**src/rtl/buf_uart_streamer_pkg.sv**
```systemverilog
// rtl/buf_uart_streamer_pkg.sv - shared state encoding and length clamp for the buffer-to-UART streamer
package buf_uart_streamer_pkg;

  typedef enum logic [2:0] {
    ST_IDLE       = 3'd0,
    ST_FETCH      = 3'd1,
    ST_LATCH      = 3'd2,
    ST_WAIT_START = 3'd3,
    ST_WAIT_DONE  = 3'd4,
    ST_FINISH     = 3'd5
  } stream_state_e;

  // Frames longer than the buffer are cut to the buffer depth so the address stays in range.
  function automatic logic [31:0] clamp_len(input logic [31:0] l, input logic [31:0] depth);
    return (l > depth) ? depth : l;
  endfunction

endpackage

```
**src/rtl/buf_uart_streamer_if.sv**
```systemverilog
// rtl/buf_uart_streamer_if.sv - buffer read port plus UART transmit handshake
interface buf_uart_streamer_if #(
  parameter int unsigned ADDR_W = 9,
  parameter int unsigned DATA_W = 8
);
  logic [ADDR_W-1:0] ram_addr;
  logic [DATA_W-1:0] ram_rdata;
  logic              uart_transmit;
  logic [DATA_W-1:0] uart_tx_byte;
  logic              uart_is_transmitting;

  modport master (
    output ram_addr, uart_transmit, uart_tx_byte,
    input  ram_rdata, uart_is_transmitting
  );

  modport slave (
    input  ram_addr, uart_transmit, uart_tx_byte,
    output ram_rdata, uart_is_transmitting
  );
endinterface

```
**src/rtl/buf_uart_streamer_addr_ctr.sv**
```systemverilog
// rtl/buf_uart_streamer_addr_ctr.sv - buffer address and sent-byte counter with terminal-count compare
module stream_addr_ctr #(
  parameter int unsigned ADDR_W = 9
) (
  input  logic              CLK,
  input  logic              rst_n,
  input  logic              load,
  input  logic              wrap,
  input  logic              step,
  input  logic              tally,
  input  logic [ADDR_W:0]   len_in,
  output logic [ADDR_W-1:0] addr,
  output logic [ADDR_W:0]   count,
  output logic              last
);
  localparam logic [ADDR_W-1:0] ADDR_ONE = {{(ADDR_W-1){1'b0}}, 1'b1};
  localparam logic [ADDR_W:0]   CNT_ONE  = {{ADDR_W{1'b0}}, 1'b1};

  logic [ADDR_W:0] len_q;

  always_ff @(posedge CLK or negedge rst_n) begin
    if (!rst_n) begin
      len_q <= '0;
      addr  <= '0;
      count <= '0;
    end else if (load) begin
      len_q <= len_in;
      addr  <= '0;
      count <= '0;
    end else if (wrap) begin
      addr  <= '0;
      count <= '0;
    end else if (step) begin
      addr  <= addr + ADDR_ONE;
      count <= count + CNT_ONE;
    end else if (tally) begin
      count <= count + CNT_ONE;
    end
  end

  // The byte in flight is the last of the pass; the address is never stepped past it.
  assign last = (count + CNT_ONE) == len_q;
endmodule

```
**src/rtl/buf_uart_streamer.sv**
```systemverilog
// rtl/buf_uart_streamer.sv - streams a frame of buffer bytes into the UART transmitter
module buf_uart_streamer
  import buf_uart_streamer_pkg::*;
#(
  parameter int unsigned ADDR_W = 9,
  parameter int unsigned DATA_W = 8,
  parameter int unsigned DEPTH  = 512
) (
  input  logic                CLK,
  input  logic                rst_n,
  input  logic                start,
  input  logic                stop,
  input  logic                loop,
  input  logic [ADDR_W:0]     len,
  buf_uart_streamer_if.master bus,
  output logic                busy,
  output logic                done,
  output logic [ADDR_W:0]     byte_count
);
  stream_state_e     state;
  logic              loop_q;
  logic              stop_seen;
  logic              transmit_q;
  logic [DATA_W-1:0] tx_byte_q;
  logic [ADDR_W-1:0] addr;
  logic [ADDR_W:0]   len_clamped;
  logic              last;
  logic              launch;
  logic              byte_end;
  logic              abort;
  logic              ctr_wrap;
  logic              ctr_step;
  logic              ctr_tally;

  assign len_clamped = (ADDR_W+1)'(clamp_len(32'(len), 32'(DEPTH)));
  assign launch      = (state == ST_IDLE) && start && !stop;
  assign byte_end    = (state == ST_WAIT_DONE) && !bus.uart_is_transmitting;
  assign abort       = stop_seen || stop;

  always_comb begin
    ctr_wrap  = 1'b0;
    ctr_step  = 1'b0;
    ctr_tally = 1'b0;
    if (byte_end) begin
      if (abort || (last && !loop_q)) ctr_tally = 1'b1;
      else if (last)                  ctr_wrap  = 1'b1;
      else                            ctr_step  = 1'b1;
    end
  end

  stream_addr_ctr #(.ADDR_W(ADDR_W)) u_ctr (
    .CLK    (CLK),
    .rst_n  (rst_n),
    .load   (launch),
    .wrap   (ctr_wrap),
    .step   (ctr_step),
    .tally  (ctr_tally),
    .len_in (len_clamped),
    .addr   (addr),
    .count  (byte_count),
    .last   (last)
  );

  always_ff @(posedge CLK or negedge rst_n) begin
    if (!rst_n) begin
      state      <= ST_IDLE;
      loop_q     <= 1'b0;
      stop_seen  <= 1'b0;
      transmit_q <= 1'b0;
      tx_byte_q  <= '0;
      busy       <= 1'b0;
      done       <= 1'b0;
    end else begin
      transmit_q <= 1'b0;
      done       <= 1'b0;
      stop_seen  <= (state == ST_IDLE) ? 1'b0 : abort;
      case (state)
        ST_IDLE: begin
          if (launch) begin
            loop_q <= loop;
            busy   <= 1'b1;
            if (len_clamped == '0) begin
              state <= ST_FINISH;
              done  <= 1'b1;
            end else begin
              state <= ST_FETCH;
            end
          end
        end
        ST_FETCH: state <= ST_LATCH;
        ST_LATCH: begin
          tx_byte_q  <= bus.ram_rdata;
          transmit_q <= 1'b1;
          state      <= ST_WAIT_START;
        end
        ST_WAIT_START: if (bus.uart_is_transmitting) state <= ST_WAIT_DONE;
        ST_WAIT_DONE: begin
          if (byte_end) begin
            if (abort) begin
              state <= ST_IDLE;
              busy  <= 1'b0;
            end else if (last && !loop_q) begin
              state <= ST_FINISH;
              done  <= 1'b1;
            end else begin
              state <= ST_FETCH;
            end
          end
        end
        ST_FINISH: begin
          state <= ST_IDLE;
          busy  <= 1'b0;
        end
        default: begin
          state <= ST_IDLE;
          busy  <= 1'b0;
        end
      endcase
    end
  end

  assign bus.ram_addr      = addr;
  assign bus.uart_transmit = transmit_q;
  assign bus.uart_tx_byte  = tx_byte_q;
endmodule
```
**src/flat_wrapper.sv**
```systemverilog
// flat-port wrapper written by rule: the top's interface ports become plain ports
module buf_uart_streamer_flat import buf_uart_streamer_pkg::*;
#(
  parameter int unsigned ADDR_W = 9,
  parameter int unsigned DATA_W = 8,
  parameter int unsigned DEPTH  = 512
)
  (CLK, rst_n, start, stop, loop, len, busy, done, byte_count, bus_ram_addr, bus_uart_transmit, bus_uart_tx_byte, bus_ram_rdata, bus_uart_is_transmitting);
  buf_uart_streamer_if #(.ADDR_W(ADDR_W), .DATA_W(DATA_W)) bus_i ();
  input  logic CLK;
  input  logic rst_n;
  input  logic start;
  input  logic stop;
  input  logic loop;
  input  logic [ADDR_W:0] len;
  output logic busy;
  output logic done;
  output logic [ADDR_W:0] byte_count;
  output wire logic [$bits(bus_i.ram_addr)-1:0] bus_ram_addr;
  output wire logic [$bits(bus_i.uart_transmit)-1:0] bus_uart_transmit;
  output wire logic [$bits(bus_i.uart_tx_byte)-1:0] bus_uart_tx_byte;
  input wire logic [$bits(bus_i.ram_rdata)-1:0] bus_ram_rdata;
  input wire logic [$bits(bus_i.uart_is_transmitting)-1:0] bus_uart_is_transmitting;
  assign bus_ram_addr = bus_i.ram_addr;
  assign bus_uart_transmit = bus_i.uart_transmit;
  assign bus_uart_tx_byte = bus_i.uart_tx_byte;
  assign bus_i.ram_rdata = bus_ram_rdata;
  assign bus_i.uart_is_transmitting = bus_uart_is_transmitting;
  buf_uart_streamer #(.ADDR_W(ADDR_W), .DATA_W(DATA_W), .DEPTH(DEPTH)) u_core (.CLK(CLK), .rst_n(rst_n), .start(start), .stop(stop), .loop(loop), .len(len), .bus(bus_i), .busy(busy), .done(done), .byte_count(byte_count));
endmodule
```
**config.mk**
```make
export PLATFORM = sky130hd
export DESIGN_NAME = buf_uart_streamer_flat
export DESIGN_NICKNAME = d
export VERILOG_FILES = /design/src/rtl/buf_uart_streamer_pkg.sv /design/src/rtl/buf_uart_streamer_if.sv /design/src/rtl/buf_uart_streamer_addr_ctr.sv /design/src/rtl/buf_uart_streamer.sv /design/src/flat_wrapper.sv
export SDC_FILE = /design/constraint.sdc
export NUM_CORES = 1
export LEC_CHECK = 0
export ABC_CLOCK_PERIOD_IN_PS = 4700
export BUFFER_PORTS_ARGS = -buffer_cell sky130_fd_sc_hd__buf_4
export CAP_MARGIN = 40
export CELL_PAD_IN_SITES_DETAIL_PLACEMENT = 1
export CELL_PAD_IN_SITES_GLOBAL_PLACEMENT = 1
export CORE_ASPECT_RATIO = 0.9
export CORE_MARGIN = 10
export CORE_UTILIZATION = 44
export DETAILED_ROUTE_END_ITERATION = 12
export PLACE_DENSITY = 0.82
export SLEW_MARGIN = 15
export SYNTH_ARGS = -nofsm -noshare
export SYNTH_HDL_FRONTEND = slang
export SYNTH_SLANG_ARGS = --single-unit
export TNS_END_PERCENT = 1
```
**constraint.sdc**
```tcl
create_clock -name CLK -period 4.7 [get_ports CLK]
set_clock_uncertainty 0.15 [all_clocks]
set_input_delay 0.705 -clock CLK [delete_from_list [all_inputs] [get_ports CLK]]
set_output_delay 0.705 -clock CLK [all_outputs]
set_load 0.03 [all_outputs]
```
Word-level counts from Yosys, hierarchy flattened
Index checks and enable logic that the tools add are counted.
{"block": "word_totals", "register_bits": 45, "input_bits": 24, "out_inout_bits": 30}
{"block": "classes", "n_addsub": 2, "magnitude_cmp": 1, "n_eq_ne": 9, "n_mux": 35, "bitwise_logic": 1, "n_reduce_logical": 17}
{"operator": "$mux 10", "n": 5}
{"operator": "$mux 9", "n": 3}
{"operator": "$mux 1", "n": 18}
{"operator": "$mux 3", "n": 6}
{"operator": "$pmux 3 s5", "n": 1}
{"operator": "$add 10x1->10 const B", "n": 1}
{"operator": "$eq 10x10->1", "n": 1}
{"operator": "$gt 10x10->1 const B", "n": 1}
{"operator": "$logic_not 10->1", "n": 1}
{"operator": "$add 9x1->9 const B", "n": 1}
{"operator": "$eq 3x2->1 const B", "n": 2}
{"operator": "$ne 2x1->1 const B", "n": 3}
{"operator": "$logic_and 1x1->1", "n": 4}
{"operator": "$reduce_and 4->1", "n": 1}
{"operator": "$reduce_bool 4->1", "n": 1}
{"operator": "$eq 3x1->1 const B", "n": 1}
{"operator": "$eq 3x3->1 const B", "n": 1}
{"operator": "$logic_not 1->1", "n": 3}
{"operator": "$logic_not 3->1", "n": 1}
{"operator": "$pmux 1 s3", "n": 1}
{"operator": "$reduce_and 3->1", "n": 1}
{"operator": "$reduce_bool 3->1", "n": 1}
{"operator": "$reduce_or 3->1", "n": 1}
{"operator": "$logic_or 1x1->1", "n": 2}
{"operator": "4 further kinds", "n": 4}

Depth between registers and ports, before layout
Gate-level depths: netlist of the first run.
{"block": "depth", "word_depth": 10, "mapped_depth": 9, "ltp_nobuf": 8}

By module
A second synthesis of the first run with hierarchy kept.
{"block": "hier_totals", "cells_unflattened": 238, "area_unflattened_um2": 2424.8}
{"module": "stream_addr_ctr", "n_inst": 1, "cells_each": 157, "area_each_um2": 1574.0}
{"module": "buf_uart_streamer", "n_inst": 1, "cells_each": 81, "area_each_um2": 850.8}

Least setup slack after synthesis of the first run
OpenSTA, ideal clock, no wires.
{"block": "synth_timing", "path_type": "reg2reg", "start": "register u_core.u_ctr.count[0]", "end": "register u_core.u_ctr.count[2]", "arrival_ns": 2.549, "required_time_ns": 4.432, "slack_ns": 1.883, "stages_incl_launch_ff": 10, "n_path_buf": 1, "cell_sequence": "dfrtp_1 ha_1 nand2_1 or3_1 a221oi_2 nand4_2 o31ai_4 buf_6 nor3b_1 a21o_1"}
{"block": "synth_between", "elab_chain_len": 9}
{"item": "start, declared", "line_no": "buf_uart_streamer_addr_ctr.sv:13", "rtl": "output logic [ADDR_W:0] count,"}
{"item": "start signal, assigned", "line_no": "buf_uart_streamer_addr_ctr.sv:35", "rtl": "count <= count + CNT_ONE;"}
{"item": "start signal, assigned", "line_no": "buf_uart_streamer_addr_ctr.sv:37", "rtl": "count <= count + CNT_ONE;"}
{"item": "$add 10x1->10 *", "line_no": "buf_uart_streamer_addr_ctr.sv:35, buf_uart_streamer_addr_ctr.sv:37, buf_uart_streamer_addr_ctr.sv:42"}
{"item": "$eq 10x10->1", "line_no": "buf_uart_streamer_addr_ctr.sv:42", "rtl": "assign last = (count + CNT_ONE) == len_q;"}
{"item": "$logic_and 1x1->1", "line_no": "buf_uart_streamer.sv:45", "rtl": "if (abort || (last && !loop_q)) ctr_tally = 1'b1;"}
{"item": "$logic_or 1x1->1", "line_no": "buf_uart_streamer.sv:45"}
{"item": "$mux 1", "line_no": "buf_uart_streamer.sv:45"}
{"item": "$mux 1", "line_no": "buf_uart_streamer.sv:44", "rtl": "if (byte_end) begin"}
{"item": "$mux 10", "line_no": "buf_uart_streamer_addr_ctr.sv:33", "rtl": "end else if (step) begin"}
{"item": "$mux 10", "line_no": "buf_uart_streamer_addr_ctr.sv:30", "rtl": "end else if (wrap) begin"}
{"item": "$mux 10", "line_no": "buf_uart_streamer_addr_ctr.sv:26", "rtl": "end else if (load) begin"}
Every way passes the cells marked *; elsewhere a longest branch is shown, timed or not. The select of a mux whose other input is x is not followed.
A chain may end at the register's enable or synchronous reset.

Worst setup path in the final report of the first run
{"block": "layout_timing", "start": "register u_core.u_ctr.count[0]", "end": "register u_core.u_ctr.count[6]"}
The elaborated chain is that of the path after synthesis.

==> out/metrics.cfg, run 1 <==
[power_and_ir_drop]
p_per_area_mw_per_mm2=510.1
vdd_ir_drop_max_mv=0.3064
p_total_mw=1.502
leakagePower_nw=1.374

[clocking]
clock_path_buffers=2
cts_made_buffers=5
clk_pin_slew_worst_paths_ps=90
cts_resized=0
htreeDepth=2
cts-root-buf=clkbuf_8
cts_tree=built
cts.sinks=45
cts_setup_buffers=0
cts_hold_buffers=0
insertion_delay_ps=290

[global_route]
grt_overflow=0
grt_max_degree=46
track_usage_pct=15.26
grt_pass1_wl_mm=11.43
grt_pass1_vias=2234
antenna_found_initial=0

[placement]
dpl.hpwl_mm=5.242
port_buffers=53
pre_cts_slack_ps=1468
gp_congestion=0.8681

[finish]
mostFrequentLayoutCells=buf_4, dfrtp_1, o21ai_0, nand2_1
final_common_cell=buf_4
antenna_cells=0
nNetsFinal=325
n_fill_cell=606
syn2layout_area_growth_pct=22.92
layout-drive-gt1-share_pct=25.67

[detailed_routing]
vias_per_cell=5.722
post-route-drc-count=0
drt_iter0_drc=94
vias=2100
routed_wl_mm=6.952
wl_per_cell_um=18.94
antenna_left=0
dr.pass1.iters=4

[floorplanning]
rows=25
die_area_mm2=0.008801
io_pins=54
core_mm2=0.005255
dieWidth_um=97.79
die_h_um=90.01
start_util_pct=45.60

[logic_synthesis]
synth.top_cells.by_area=dfrtp_1, o21ai_0, mux2_2, nand2_1, or3_1
synth_top_area_share_pct=47.00
ys_ff_latch=45
async_reset_ff_share_pct=100.0
synth_nets=275
syn_avg_cell_area_um2=9.623
synth_cells=249
ys.flop_type=dfrtp_1
yosysSeqAreaShare_pct=47.00
syn_area_mm2=0.002396
synth_top_area_cell=dfrtp_1
yosysUniqueCellTypes=45
yosysWarnings=0
synth_edf_count=0

[timing]
final.min_clock_period_ps=3264
setup_viol=0
worst_pin_slew_ps=870.4
maxSlewViolCount=0
setup-tns-final_ps=0
relSlewSlack_pct=41.98
timing.final.hold_violations=0
fmax_mhz=306.4
period_share_pct=69.45
worst_slack_ps=1436
rsz0062_at_grt=false

[setup_path]
critPathKind=flip-flop to flip-flop
r2r_cells=8
crit_end=u_core.u_ctr.count[6]
r2r_slack_ps=1440
crit_path_start=u_core.u_ctr.count[0]
critPathCaptureType=flip-flop
crit_fanout=17
required_ps=4740
rr_endpoint=u_core.u_ctr.count[6]
startpoint_type=flip-flop
reg2reg_from=u_core.u_ctr.count[0]
cp.arrival_ps=3300

[hold_path]
hold_class=primary input to async pin

[run]
cap_violations=0

[outcome]
status=finished clean

==> metal layers <==
layer  vias up  GRT usage (%)  routed length (µm)
met5         -              0                   0
met4         0          4.843                 144
met3        13          2.754                 261
met2        48          26.05                3498
met1      1044          18.91                3047
li1        995              -                   -
==> power breakdown <==
group          internal [mW]  switching, mW
registers              0.494          0.116
clock network          0.174          0.133
logic                  0.241          0.345
total                  0.909          0.593
==> how the worst min path moves through the flow <==
stage	startpoint	endpoint	slack (ps)
2_1_floorplan	rst_n	u_core.bus.uart_transmit	260
3_3_place_gp	u_core.u_ctr.len_q[9]	u_core.u_ctr.len_q[9]	330
3_5_place_dp	u_core.bus.uart_tx_byte[7]	u_core.bus.uart_tx_byte[7]	350
4_1_cts	rst_n	u_core.u_ctr.len_q[8]	280
5_1_grt	rst_n	u_core.u_ctr.len_q[8]	300
6_report	rst_n	u_core.u_ctr.len_q[8]	250
==> per-stage QoR <==
| stage | std cells | utilization, % | cell area [µm²] | hold WS (ps) |
|---|---|---|---|---|
| final | 367 | 56.05 | 2945 | 253.8 |
| after global placement | 357 | 53.64 | 2819 | 334.4 |
| after CTS | 367 | 56.05 | 2945 | 278.4 |
| after floorplan | 249 | - | 2396 | 259.4 |
| after global routing | 367 | 56.05 | 2945 | 298.0 |
| after detailed placement | 359 | 53.83 | 2829 | 350.4 |
==> registers in the layout (all words and copies together) (netlist names) <==
signal	flops
u_core.bus.uart_transmit	1
u_core.bus.uart_tx_byte	8
u_core.busy	1
u_core.done	1
u_core.loop_q	1
u_core.state	3
u_core.stop_seen	1
u_core.u_ctr.addr	9
u_core.u_ctr.count	10
u_core.u_ctr.len_q	10
==> synth_stat cells (all sizes together) (2+ instances only) <==
master and n:
a21o 8, a21oi 12, a22o 3, and2 2, and3 5, buf 4
clkbuf 8, dfrtp 45, ha 2, inv 7, mux2 8, nand2 21
nand2b 9, nand3 13, nand4 3, nor2 9, nor3 13, nor3b 3
nor4 4, o21ai 30, o31ai 4, or3 10, xnor2 7, xor2 5
==> critical path, cell delays in order (launching register included) <==
cell and delay [ps]:
dfrtp_1 490, ha_1 320, nand2_1 180, or3_1 400
a221oi_2 320, nand4_2 290, o31ai_4 640, o21ai_0 170
a21o_1 210
==> layout make-up <==
class                      count  area [µm²]  area share (%)
clock buffer                   7       86.33           2.931
sequential                    45        1126           38.23
inverter                       7       26.28          0.8921
multi-input combinational    185        1185           40.23
timing repair buffer          55       407.9           13.85
tap                           67       83.83           2.846
clock inverter                 1       30.03           1.020
==> logic make-up after synthesis <==
logic type,share of synthesized area [%]
AOI/OAI and AO/OA,18.54
DFF,47.00
muxes,3.760
adders and majority gates,1.044
and+or+nand+nor,21.72
buffers and inverters,3.551
xor gates and xnor gates,4.386
(Power assumes the default switching activity.)
==> run 2, diff against run 1 <==
--- a/config.mk
+++ b/config.mk
@@ -5,16 +5,16 @@
 export SDC_FILE = /design/constraint.sdc
 export NUM_CORES = 1
 export LEC_CHECK = 0
-export ABC_CLOCK_PERIOD_IN_PS = 4700
+export ABC_CLOCK_PERIOD_IN_PS = 2900
 export BUFFER_PORTS_ARGS = -buffer_cell sky130_fd_sc_hd__buf_4
 export CAP_MARGIN = 40
 export CELL_PAD_IN_SITES_DETAIL_PLACEMENT = 1
 export CELL_PAD_IN_SITES_GLOBAL_PLACEMENT = 1
 export CORE_ASPECT_RATIO = 0.9
 export CORE_MARGIN = 10
-export CORE_UTILIZATION = 44
+export CORE_UTILIZATION = 37
 export DETAILED_ROUTE_END_ITERATION = 12
-export PLACE_DENSITY = 0.82
+export PLACE_DENSITY = 0.73
 export SLEW_MARGIN = 15
 export SYNTH_ARGS = -nofsm -noshare
 export SYNTH_HDL_FRONTEND = slang
==> constraint.sdc (replaced) <==
create_clock -name CLK -period 2.9 [get_ports CLK]
set_clock_uncertainty 0.15 [all_clocks]
set_input_delay 0.435 -clock CLK [delete_from_list [all_inputs] [get_ports CLK]]
set_output_delay 0.435 -clock CLK [all_outputs]
set_load 0.03 [all_outputs]
==> run 2 against run 1 <==
  * The flow now finishes with violations (negative hold slack)
  * Power grew 66%
  * Largest power group unchanged
  * Die area grew 15%
  * Clock-buffer cell count shrank 2
  * Cell count grew 7.6%
  * Sequential power grew 60%
  * Largest cell class unchanged
  * Combinational power grew 64%
  * Global-route usage shrank 2.4 points
  * Design area grew 4.1%
  * Via count shrank 1.2%
  * Critical path depth grew 1
==> out/metrics.cfg, run 2 (synthesis gave the netlist of run 1 again) <==
[run]
cap_violations=0  ; unchanged

[power_and_ir_drop]
vdd_ir_drop_max_mv=0.4409  ; +44%
p_per_area_mw_per_mm2=813.3  ; +59%
p_total_mw=2.493  ; +66%
leakagePower_nw=1.428  ; +3.9%

[timing]
timing.final.hold_violations=21  ; +21
maxSlewViolCount=0  ; unchanged
setup-tns-final_ps=0  ; unchanged
period_share_pct=94.73  ; +25 points
setup_viol=0  ; unchanged
worst_pin_slew_ps=662.2  ; -208.2 ps
rsz0062_at_grt=false
final.min_clock_period_ps=2747  ; -516.9 ps
relSlewSlack_pct=55.45  ; +13 points
fmax_mhz=364.0  ; +19%
whs_ps=-7.430  ; -261.2 ps

[floorplanning]
die_area_mm2=0.01010  ; +15%
io_pins=54  ; unchanged
start_util_pct=38.55  ; -7.0 points
dieWidth_um=104.8  ; +7.2%
rows=27  ; +8.0%
die_h_um=96.35  ; +7.0%
core_mm2=0.006216  ; +18%

[detailed_routing]
wl_per_cell_um=16.47  ; -13%
antenna_left=0  ; unchanged
vias=2074  ; -1.2%
dr.pass1.iters=4  ; unchanged
vias_per_cell=5.251  ; -8.2%
routed_wl_mm=6.504  ; -6.4%
drt_iter0_drc=92  ; -2.1%
post-route-drc-count=0  ; unchanged

[finish]
fin_area_mm2=0.003065  ; +4.1%
reg_top3=u_core.u_ctr.count x10, u_core.u_ctr.len_q x10, u_core.u_ctr.addr x9
nNetsFinal=333  ; +2.5%
utilization_pct=49.32  ; -6.7 points
antenna_cells=0  ; unchanged
final_common_cell=buf_4
syn2layout_area_growth_pct=27.94
mostFrequentLayoutCells=buf_4, dfrtp_1, o21ai_0, nand2_1
layout-drive-gt1-share_pct=27.92  ; +2.3 points
fin_cells=395  ; +7.6%

[setup_path]
critPathKind=flip-flop to flip-flop
cp.arrival_ps=2790  ; -510 ps
startpoint_type=flip-flop
critPathCaptureType=flip-flop
required_ps=2940  ; -1800 ps
crit_fanout=17  ; unchanged
slowest_delay_ps=440  ; -200 ps
crit_chain=ha_1 > and2_1 > a2111oi_0 > o32ai_1 > o21ba_2 > o31ai_4 > buf_12 > o21ai_0 > a21o_1
cpMaxStageDelayCell=dfrtp_1

[global_route]
antenna_found_initial=0  ; unchanged
grt_max_degree=46  ; unchanged
grt_pass1_wl_mm=10.59  ; -7.3%
track_usage_pct=12.84  ; -2.4 points
grt_overflow=0  ; unchanged
grt_pass1_vias=2086  ; -6.6%

[placement]
port_buffers=53  ; unchanged
gp_congestion=0.8387  ; -3.4%
dp_cells=387  ; +7.8%
post_dp_cell_area_mm2=0.002932  ; +3.6%
dpl.hpwl_mm=4.965  ; -5.3%

[clocking]
cts-root-buf=clkbuf_8
clk_pin_slew_worst_paths_ps=80  ; about the same
insertion_delay_ps=290  ; about the same
clock_path_buffers=2  ; unchanged
cts_hold_buffers=0  ; unchanged
cts_setup_buffers=0  ; unchanged
cts.sinks=45  ; unchanged
cts_made_buffers=5  ; unchanged
htreeDepth=2  ; unchanged
cts_resized=0  ; unchanged
cts_tree=built

[outcome]
violations=negative hold slack
status=finished with violations

[hold_path]
hold_class=primary input to async pin

run 2: worst paths after layout:
check | startpoint | to | slack [ps] | cells after the start
worst max-delay path | u_core.u_ctr.count[1] | u_core.u_ctr.count[6] | 150 | 9
max in group asynchronous | rst_n | u_core.loop_q | 2220 | 1
min in group CLK | loop | u_core.loop_q | 180 | 3
worst max register to register | u_core.u_ctr.count[1] | u_core.u_ctr.count[6] | 150 | 9
worst min-delay path | rst_n | u_core.u_ctr.count[2] | -7 | 1
worst min register to register | u_core.u_ctr.len_q[0] | u_core.u_ctr.len_q[0] | 350 | 2
run 2: metal layers:
metal,vias to the layer above,wire (µm),global-route usage (%)
met5,-,0,0
met4,0,23,2.740
met3,2,443,4.676
met2,49,2840,19.22
met1,1012,3196,17.42
li1,1011,-,-
run 2: critical path, delay by kind of cell, from the launching register on:
family / cells / cell delay, ps
AO/OA/AOI/OAI: 6 / 1400
flip-flops: 1 / 440
adder cells (fa/ha/maj): 1 / 270
AND/OR/NAND/NOR: 1 / 200
buffers and inverters: 1 / 180
run 2: stage by stage:
stage	hold WS [ps]	setup slack (ps)
global route	21.00	50.97
global placement	335.4	256.4
floorplan	-10.59	83.29
finish	-7.430	152.7
detailed placement	336.2	197.4
CTS	12.48	178.4
run 2: power by group:
part / switching [mW] / total (mW) / internal, mW
Combinational: 0.547 / 0.960 / 0.413
Clock: 0.218 / 0.561 / 0.342
Sequential: 0.172 / 0.973 / 0.801
Total: 0.937 / 2.49 / 1.56
run 2: area by class of cell:
cell class              count  area (µm²)
repair buffers             63       485.5
well taps                  87       108.9
clock buffers               5       68.82
clock inverters             3       65.06
multi-input cells         185        1185
fillers                   753        3151
inverters                   7       26.28
flip-flops and latches     45        1126
